`src/rtl/afifo_arb_pkg.sv`:
```
// Shared types and the round-robin search used by the async FIFO write-port arbiter.
package afifo_arb_pkg;

  localparam int MAX_REQ = 16;

  typedef enum logic {IDLE, GRANT} arb_state_t;

  // Index of the first set bit of mask at or after start (wrapping at n), or -1 when mask is empty.
  function automatic int rr_next(input logic [MAX_REQ-1:0] mask, input int start, input int n);
    int r;
    int k;
    r = -1;
    for (int i = MAX_REQ - 1; i >= 0; i--) begin
      if (i < n) begin
        k = (start + i) % n;
        if (mask[k[3:0]]) r = k;
      end
    end
    return r;
  endfunction

endpackage

```
`src/rtl/afifo_rr_picker.sv`:
```
// Combinational round-robin picker: first requester in req_mask at or after start, with wrap.
module afifo_rr_picker
  import afifo_arb_pkg::*;
#(
  parameter int NUM_REQ = 4,
  parameter int IDW     = $clog2(NUM_REQ)
) (
  input  logic [NUM_REQ-1:0] req_mask,
  input  logic [IDW-1:0]     start,
  output logic               found,
  output logic [IDW-1:0]     idx
);

  always_comb begin
    int p;
    p     = rr_next(MAX_REQ'(req_mask), int'(start), NUM_REQ);
    found = (p >= 0);
    idx   = IDW'(p);
  end

endmodule

```
`src/rtl/afifo_wr_arbiter.sv`:
```
// Round-robin, burst-limited arbiter sharing the async FIFO write port among NUM_REQ producers.
module afifo_wr_arbiter
  import afifo_arb_pkg::*;
#(
  parameter int NUM_REQ    = 4,
  parameter int DATA_WIDTH = 8,
  parameter int MAX_BURST  = 4
) (
  input  logic                          wclk,
  input  logic                          wrst_n,
  input  logic                          arb_en,
  input  logic [NUM_REQ-1:0]            req_valid,
  input  logic [NUM_REQ*DATA_WIDTH-1:0] req_data,
  output logic [NUM_REQ-1:0]            req_ready,
  input  logic                          wfull,
  output logic                          winc,
  output logic [DATA_WIDTH-1:0]         wdata,
  output logic                          grant_vld,
  output logic [$clog2(NUM_REQ)-1:0]    grant_id
);

  localparam int IDW = $clog2(NUM_REQ);
  localparam int BCW = $clog2(MAX_BURST + 1);
  localparam logic [IDW-1:0] LAST_IDX = IDW'(NUM_REQ - 1);

  arb_state_t            state;
  logic [IDW-1:0]        last_id;
  logic [BCW-1:0]        burst_cnt;
  logic [DATA_WIDTH-1:0] words [NUM_REQ];

  logic                  in_grant;
  logic                  owner_valid;
  logic                  accept;
  logic                  burst_last;
  logic                  tenure_end;
  logic [NUM_REQ-1:0]    owner_mask;
  logic [NUM_REQ-1:0]    pick_mask;
  logic [IDW-1:0]        pick_start;
  logic                  pick_found;
  logic [IDW-1:0]        pick_idx;

  function automatic logic [IDW-1:0] inc_wrap(input logic [IDW-1:0] x);
    return (x == LAST_IDX) ? '0 : x + 1'b1;
  endfunction

  for (genvar i = 0; i < NUM_REQ; i++) begin : g_words
    assign words[i] = req_data[i*DATA_WIDTH +: DATA_WIDTH];
  end

  assign in_grant    = (state == GRANT);
  assign owner_valid = req_valid[grant_id];
  assign owner_mask  = NUM_REQ'(1) << grant_id;
  // wfull gates the strobe in the same cycle, so a full FIFO is never written.
  assign accept      = in_grant & arb_en & owner_valid & ~wfull;
  assign burst_last  = (burst_cnt == BCW'(MAX_BURST - 1));
  assign tenure_end  = in_grant & ((accept & burst_last) | ~owner_valid | ~arb_en);

  // While granted the owner is excluded, so a hit means another producer is waiting.
  assign pick_mask  = in_grant ? (req_valid & ~owner_mask) : req_valid;
  assign pick_start = inc_wrap(in_grant ? grant_id : last_id);

  afifo_rr_picker #(
    .NUM_REQ (NUM_REQ),
    .IDW     (IDW)
  ) u_picker (
    .req_mask (pick_mask),
    .start    (pick_start),
    .found    (pick_found),
    .idx      (pick_idx)
  );

  always_comb begin
    winc      = accept;
    req_ready = accept ? owner_mask : '0;
    wdata     = in_grant ? words[grant_id] : '0;
  end

  always_ff @(posedge wclk or negedge wrst_n) begin
    if (!wrst_n) begin
      state     <= IDLE;
      grant_vld <= 1'b0;
      grant_id  <= '0;
      burst_cnt <= '0;
      last_id   <= LAST_IDX;
    end else begin
      case (state)
        IDLE: begin
          if (arb_en && pick_found) begin
            state     <= GRANT;
            grant_vld <= 1'b1;
            grant_id  <= pick_idx;
            burst_cnt <= '0;
          end
        end
        GRANT: begin
          if (tenure_end) begin
            last_id   <= grant_id;
            burst_cnt <= '0;
            if (arb_en && pick_found) begin
              grant_id <= pick_idx;
            end else if (!(arb_en && owner_valid)) begin
              state     <= IDLE;
              grant_vld <= 1'b0;
            end
          end else begin
            burst_cnt <= burst_cnt + BCW'(accept);
          end
        end
        default: begin
          state     <= IDLE;
          grant_vld <= 1'b0;
        end
      endcase
    end
  end

endmodule

```
`config.mk`:
```
export PLATFORM = sky130hd
export DESIGN_NAME = afifo_wr_arbiter
export DESIGN_NICKNAME = d
export VERILOG_FILES = /design/src/rtl/afifo_arb_pkg.sv /design/src/rtl/afifo_rr_picker.sv /design/src/rtl/afifo_wr_arbiter.sv
export SDC_FILE = /design/constraint.sdc
export NUM_CORES = 1
export LEC_CHECK = 0
export ABC_AREA = 1
export CELL_PAD_IN_SITES_DETAIL_PLACEMENT = 2
export CELL_PAD_IN_SITES_GLOBAL_PLACEMENT = 2
export CORE_ASPECT_RATIO = 1.75
export CORE_MARGIN = 4
export CORE_UTILIZATION = 21
export CTS_CLUSTER_SIZE = 10
export DETAILED_ROUTE_END_ITERATION = 7
export PLACE_DENSITY_LB_ADDON = 0.05
export REMOVE_ABC_BUFFERS = 1
export SYNTH_ARGS = -nofsm -noshare
export SYNTH_HDL_FRONTEND = slang
export SYNTH_SLANG_ARGS = --single-unit
```
`constraint.sdc`:
```
create_clock -name wclk -period 4.54 [get_ports wclk]
set_clock_uncertainty 0.2 [all_clocks]
set_input_delay 0.681 -clock wclk [delete_from_list [all_inputs] [get_ports wclk]]
set_output_delay 0.681 -clock wclk [all_outputs]
set_load 0.01 [all_outputs]
```
==> summary.md, run 1 <==
| Metric | Value |
|---|---|
| Final Cycle Share | between 70 and 80% |
| Endpoints failing setup | 0 |
| Io pins | 56 |
| Core area | 4980 µm² |
| Synth top cells by count | nand2_1, nand3_1, nand2_2, a22oi_1, a31oi_1 |
| Die height | approximately 100 µm |
| Final hold vios | 0 |
| Synth Flop Type | dfrtp_1 |
| Fin util | 34.2% |
| Fin area | between 1500 and 2000 µm² |
| Clock tree buffer depth | 2 |
| Worst Setup SP | grant_id[0] |
| YS warnings | 0 |
| Antenna fix cells | 0 |
| Hold_buf cts | 0 |
| Worst path cell trace | nand2_4 > inv_4 > nand2_1 > nand4_2 > nand2_4 > nor2_4 > inv_2 > nor3_1 > clkdlybuf4s50_1 |
| # DRC | 0 |
| Hold Startpoint | last_id[1] |
| Share of cells above drive strength 1 | 15.3% |
| Most frequent cell after synthesis | nand2_1 |
| Crit Reg-Reg Startpoint | grant_id[0] |
| Global Route Usage Sum | 15.7% |
| Placed inst area | 1660 µm² |
| Unrepaired setup endpoints after global routing | no |
| CP max FO | 21 |
| Cell Area, Synth | 1080 µm² |
| Crit path capture type | output pin |
| Vias/cell | 5.00 |
| Share of the synthesized area in the top cell type | 19.7% |
| Antenna violations before repair | 0 |
| # rows | 34 |
| Largest net degree at the start of global routing | 22 |
| CTS resizes | 0 |
| Top cells by area, synth | nand2_1, dfrtp_1, nand3_1, a22oi_1, nand2_2 |
| Cell repeated most along the worst path | nand2_4 |
| NumNets Final | around 260 |
| Wirelength per Cell | between 15 and 20 µm |
| Setup CP Type | flip-flop to output pin |
| Power Density | 625 nW/µm² |
| Clk pin slew, worst setup/hold paths | 0.05 ns |
| Crit start category | flip-flop |
| TritonRoute pass-1 iters | 4 |
| Post-Synthesis Cells | 163 |
| Tot Pwr | about 1.1 mW |
| Area grow syn2layout | 56.7% |
| Vias in the first global route | about 1500 |
| Slew HR | 31.7% |
| Yosys cell types | 28 |
| Hold WC Path Type | flip-flop to flip-flop |
| Status | finished, final reports clean |
| Post-route ant nets | 0 |
| Critical Path RT | 3.66 ns |
| Worst vdd ir | 0.000365 V |
| PortBufs | 55 |
| FFs w/ async S/R, synth | 100% |
| Setup_tns | 0 ns |
| Iter 0 DRT Violations | 43 |
| DIE AREA | 6420 µm² |
| Clk_lat worst skew | 0.24 ns |
| TritonCTS Buffers | 3 |
| Total number of vias | 1350 |
| CTS tree | built |
| FF+latch count, synth | 9 |
| Synth area leader | nand2_1 |
| Crit path DAT | 2.73 ns |
| Slowest CP cell | dfrtp_1 |
| Post-synth EDFFs | 0 |
| Post-CTS Setup Inserts | 0 |
| Seq/Total Area, Yosys | 21.0% |
| Total of max-cap violations | 0 |
| Initial Util | 21.8% |
| Worst path max stage delay | about 1.0 ns |
| H-tree levels | 1 |
| Total wire length | between 4000 and 5000 µm |
| Gpl congestion | approximately 0.76 |
| Hold slack | 0.302 ns |
| DIE WIDTH | just over 60 µm |
| Leakage | 0.757 nW |
| Measured slew at the worst slew-check pin | between 1 and 1.5 ns |
| TritonCTS Sinks | 9 |
| DP HPWL | 4040 µm |
| Avg Cell Area, Syn | 6.66 µm² |
| Fin crit period | roughly 3.6 ns |
| Pins Over Slew Limit | 0 |
| Grt ovf | 0 |
| CTS root buf | clkbuf_8 |
| Max Freq | 0.277 GHz |
| First-pass GRT wire length | roughly 7900 µm |
## path summary, 6_finish.rpt
check	to	slack, ns	cells past startpoint
max in group asynchronous	last_id[0]	3.25	1
worst min-delay path	last_id[1]	0.30	2
worst max register to register	burst_cnt[2]	1.91	9
worst max-delay path	req_ready[0]	0.92	9
worst min register to register	last_id[1]	0.30	2
min in group asynchronous	grant_id[0]	0.56	1
## registers in the layout (all words and copies together), names as in the netlist
| register | flops |
|---|---|
| burst_cnt | 3 |
| grant_id | 2 |
| last_id | 2 |
| grant_vld | 1 |
| in_grant | 1 |
## cells by family after synthesis
logic type	count (synthesis)	synth area share [%]
and+or+nand+nor	107	50.2
xor gates and xnor gates	2	1.62
AOI/OAI and AO/OA	23	14.8
adders and majority gates	2	2.31
DFF	9	21.0
buffers and inverters	20	10.1
## layout by cell type, fill, tap and decap left out
master,synthesis,final
nand2_4,5,5
inv_2,3,3
xor2_1,1,1
a21oi_4,1,1
nand4_2,1,1
ha_1,2,2
nor2_1,4,4
o21ai_0,3,3
nand2_2,9,9
dfstp_2,2,2
nor2_4,3,3
o2bb2ai_1,1,1
nand2_1,57,57
xnor2_1,1,1
clkbuf_1,1,1
inv_4,4,4
o21ai_1,1,1
nor2_2,1,1
nor3_1,3,3
clkbuf_8,0,3
a31oi_1,8,8
nor2_8,1,1
a22oi_1,8,8
nand3_1,23,23
dfrtp_1,7,7
a21oi_1,1,1
clkdlybuf4s50_1,0,55
inv_1,7,7
## power by group
part	total, mW	internal (mW)	switching [mW]	leakage (nW)
combinational	0.760	0.317	0.443	0.624
sequential	0.209	0.112	0.0962	0.110
clock	0.0946	0.0613	0.0333	0.0228
## stage by stage
step,instances,setup slack [ns]
floorplan,157,1.91
global placement,266,1.15
detailed placement,266,1.09
CTS,270,0.861
global route,270,0.693
finish,270,0.924
## layer usage
layer  share of wire, %  routed length (µm)  global-route usage [%]  vias to the layer above
met3                5.3                 259                    3.05                        6
li1                   -                   -                       -                      651
met1                 38                1870                    16.2                      646
met5                  0                   0                       0                        -
met4                1.7                  84                    5.56                        0
met2                 55                2660                    30.8                       47
## worst max-delay path, delay by kind of cell, from the launching register on
kind          cells  cell delay, ns
flops             1            1.01
buf+inv           3            0.82
simple gates      6            0.67
## final cells by class
class	count	area (µm²)
Fill cell	618	3280
Multi-Input combinational cell	134	747
Timing Repair Buffer	55	551
Sequential cell	9	228
Tap cell	54	67.6
Inverter	14	62.6
Clock buffer	4	45.0
Note: power is estimated with default switching activity, not from simulation.
==> run 2: changes to the inputs <==
--- a/config.mk
+++ b/config.mk
@@ -10,7 +10,7 @@
 export CELL_PAD_IN_SITES_GLOBAL_PLACEMENT = 2
 export CORE_ASPECT_RATIO = 1.75
 export CORE_MARGIN = 4
-export CORE_UTILIZATION = 21
+export CORE_UTILIZATION = 18
 export CTS_CLUSTER_SIZE = 10
 export DETAILED_ROUTE_END_ITERATION = 7
 export PLACE_DENSITY_LB_ADDON = 0.05
==> constraint.sdc (replaced) <==
create_clock -name wclk -period 3.19 [get_ports wclk]
set_clock_uncertainty 0.2 [all_clocks]
set_input_delay 0.4785 -clock wclk [delete_from_list [all_inputs] [get_ports wclk]]
set_output_delay 0.4785 -clock wclk [all_outputs]
set_load 0.01 [all_outputs]
==> summary.md, run 2 (synthesis results as in run 1) <==
| Metric | Value |
|---|---|
| Status | finished, final reports clean (unchanged) |
| Area grow syn2layout | 66.0% (was 56.7%) |
| Largest net degree at the start of global routing | 15 (was 22) |
| Max FFs per register | 3 (unchanged) |
| DIE WIDTH | 66.7 µm (was 62.3 µm) |
| Total wire length | 5160 µm (was 4880 µm) |
| Vias in the first global route | 1597 (was 1502) |
| Worst path max stage delay | 0.58 ns (was 1.01 ns) |
| # DRC | 0 (unchanged) |
| Pins Over Slew Limit | 0 (unchanged) |
| Tot Pwr | 1.61 mW (was 1.06 mW) |
| TritonCTS Buffers | 3 (unchanged) |
| Setup CP Type | input port to output pin (was flip-flop to output pin) |
| Most frequent cells in the layout | nand2_1, clkdlybuf4s50_1, nand3_1, nand2_2, buf_4 (was nand2_1, clkdlybuf4s50_1, nand3_1, nand2_2) |
| DP Cell Count | 296 (was 266) |
| Cell family with most CP delay | buffers and inverters (was flip-flops) |
| Critical Path RT | 2.51 ns (was 3.66 ns) |
| Commonest non-fill, non-tap cell in the layout | nand2_1 (unchanged) |
| Crit path capture type | output pin (unchanged) |
| Initial Util | 18.5% (was 21.8%) |
| Antenna fix cells | 0 (unchanged) |
| Final Cycle Share | between 90% and 100% |
| Slowest CP cell | clkdlybuf4s50_1 (was dfrtp_1) |
| Clk_lat worst skew | 0.23 ns (was 0.24 ns) |
| Total number of vias | 1382 (was 1350) |
| Measured slew at the worst slew-check pin | 0.447 ns (was 1.02 ns) |
| Crit start category | input port (was flip-flop) |
| Post-route ant nets | 0 (unchanged) |
| Crit path DAT | 2.30 ns (was 2.73 ns) |
| DP HPWL | 4410 µm (was 4040 µm) |
| Clock tree buffer depth | 2 (unchanged) |
| CP bufs+invs | 3 (unchanged) |
| Cell repeated most along the worst path | clkdlybuf4s50_1 (was nand2_4) |
| TritonCTS Sinks | 9 (unchanged) |
| CTS root buf | clkbuf_8 (unchanged) |
| NumNets Final | 268 (was 259) |
| H-tree levels | 1 (unchanged) |
| Share of cells above drive strength 1 | 19.6% (was 15.3%) |
| Core area | 5880 µm² (was 4980 µm²) |
| Die height | 111 µm (was 103 µm) |
| TritonRoute pass-1 iters | 4 (unchanged) |
| Number of fill cells | 721 (was 618) |
| Gpl congestion | 0.756 (was 0.763) |
| Slew HR | 70.1% (was 31.7%) |
| # rows | 37 (was 34) |
| Max Freq | between 0.3 and 0.4 GHz |
| Vias/cell | 4.56 (was 5.00) |
| Wirelength per Cell | 17.0 µm (was 18.1 µm) |
| Final hold vios | 0 (unchanged) |
| Antenna violations before repair | 0 (unchanged) |
| Unrepaired setup endpoints after global routing | no (unchanged) |
| First-pass GRT wire length | 8350 µm (was 7900 µm) |
| Worst path cell trace | clkdlybuf4s50_1 > nand3_1 > nand4_2 > nand2_4 > nor2_4 > inv_2 > nor3_1 > clkdlybuf4s50_1 (was nand2_4 > inv_4 > nand2_1 > nand4_2 > nand2_4 > nor2_4 > inv_2 > nor3_1 > clkdlybuf4s50_1) |
| Largest Register | burst_cnt (unchanged) |
| Global Route Usage Sum | 14.5% (was 15.7%) |
| Io pins | 56 (unchanged) |
| Iter 0 DRT Violations | 17 (was 43) |
| Power Density | 896 nW/µm² (was 625 nW/µm²) |
| CTS tree | built (unchanged) |
| CP max FO | 4 (was 21) |
| Hold WC Path Type | flip-flop to flip-flop (unchanged) |
| DIE AREA | 7380 µm² (was 6420 µm²) |
| Endpoints failing setup | 0 (unchanged) |
| PortBufs | 55 (unchanged) |
| Fin crit period | 2.98 ns |
| Grt ovf | 0 (unchanged) |
| Clk pin slew, worst setup/hold paths | 0.04 ns (was 0.05 ns) |
| Total of max-cap violations | 0 (unchanged) |
| Top Registers | burst_cnt x3, grant_id x2, last_id x2 (unchanged) |
| Leakage | 0.799 nW (was 0.757 nW) |
| Finished Layout Cells | 303 (was 270) |
| Setup_tns | 0 ns (unchanged) |
| Worst vdd ir | 0.000402 V (was 0.000365 V) |
## run 2: tightest hold or removal path: stages (launching register included)
cell and delay, ns:
dfstp_2 0.36, nand3_1 0.07, nand2_1 0.05
## run 2: power breakdown
group          switching, mW  leakage (nW)  total (mW)  internal [mW]
registers             0.0533         0.108       0.218          0.165
clock network         0.0453        0.0228       0.132         0.0871
logic                  0.746         0.668        1.26          0.518
total                  0.844         0.799        1.61          0.770
## run 2: worst paths after layout
check	start	endpoint	slack, ns	depth (start not counted)
setup / recovery	req_valid[3]	req_ready[3]	0.21	8
hold / removal	last_id[1]	last_id[1]	0.29	2
setup reg to reg	grant_id[0]	burst_cnt[2]	0.98	10
hold reg to reg	last_id[1]	last_id[1]	0.29	2
max in group asynchronous	wrst_n	last_id[1]	2.09	1
min in group asynchronous	wrst_n	burst_cnt[2]	0.36	1
## run 2: per-layer routing
layer  global-route usage (%)  wire length (µm)  up-vias
li1                         -                 -      667
met1                     14.3              1790      672
met2                     30.1              3070       39
met3                     1.52               261        4
met4                     3.26                41        0
met5                        0                 0        -
## run 2: stage by stage
step           utilization (%)  instance area (µm²)  worst slack [ns]  hold WS (ns)
2_1_floorplan                -                 1040             0.760       -0.0171
3_5_place_dp              29.4                 1730             0.186         0.294
3_3_place_gp              29.4                 1730             0.244         0.280
6_report                  30.6                 1800             0.212         0.293
4_1_cts                   30.2                 1780            0.0898         0.303
5_1_grt                   30.6                 1800            0.0550         0.336
## run 2: what timing repair did
action / in CTS / in global routing
gates resized for setup: 1 / 1
setup endpoints to repair: 3 / 3
hold buffers: 0 / 0
setup buffers: 0 / 3
endpoints found under the hold margin: 0 / 0
## run 2: area by class of cell
| cell class | count | area (µm²) | area share [%] |
|---|---|---|---|
| clock buffers | 4 | 45.0 | 2.50 |
| well taps | 78 | 97.6 | 5.42 |
| inverters | 14 | 62.6 | 3.47 |
| multi-input cells | 134 | 747 | 41.5 |
| flip-flops and latches | 9 | 230 | 12.8 |
| repair buffers | 64 | 618 | 34.3 |
==> run 3: changes to the inputs <==
--- a/config.mk
+++ b/config.mk
@@ -11,7 +11,7 @@
 export CORE_ASPECT_RATIO = 1.75
 export CORE_MARGIN = 4
 export CORE_UTILIZATION = 18
-export CTS_CLUSTER_SIZE = 10
+export CTS_CLUSTER_SIZE = 30
 export DETAILED_ROUTE_END_ITERATION = 7
 export PLACE_DENSITY_LB_ADDON = 0.05
 export REMOVE_ABC_BUFFERS = 1
==> results of run 3 <==
Same layout as run 2: the final DEF is identical, and so are final timing and power.
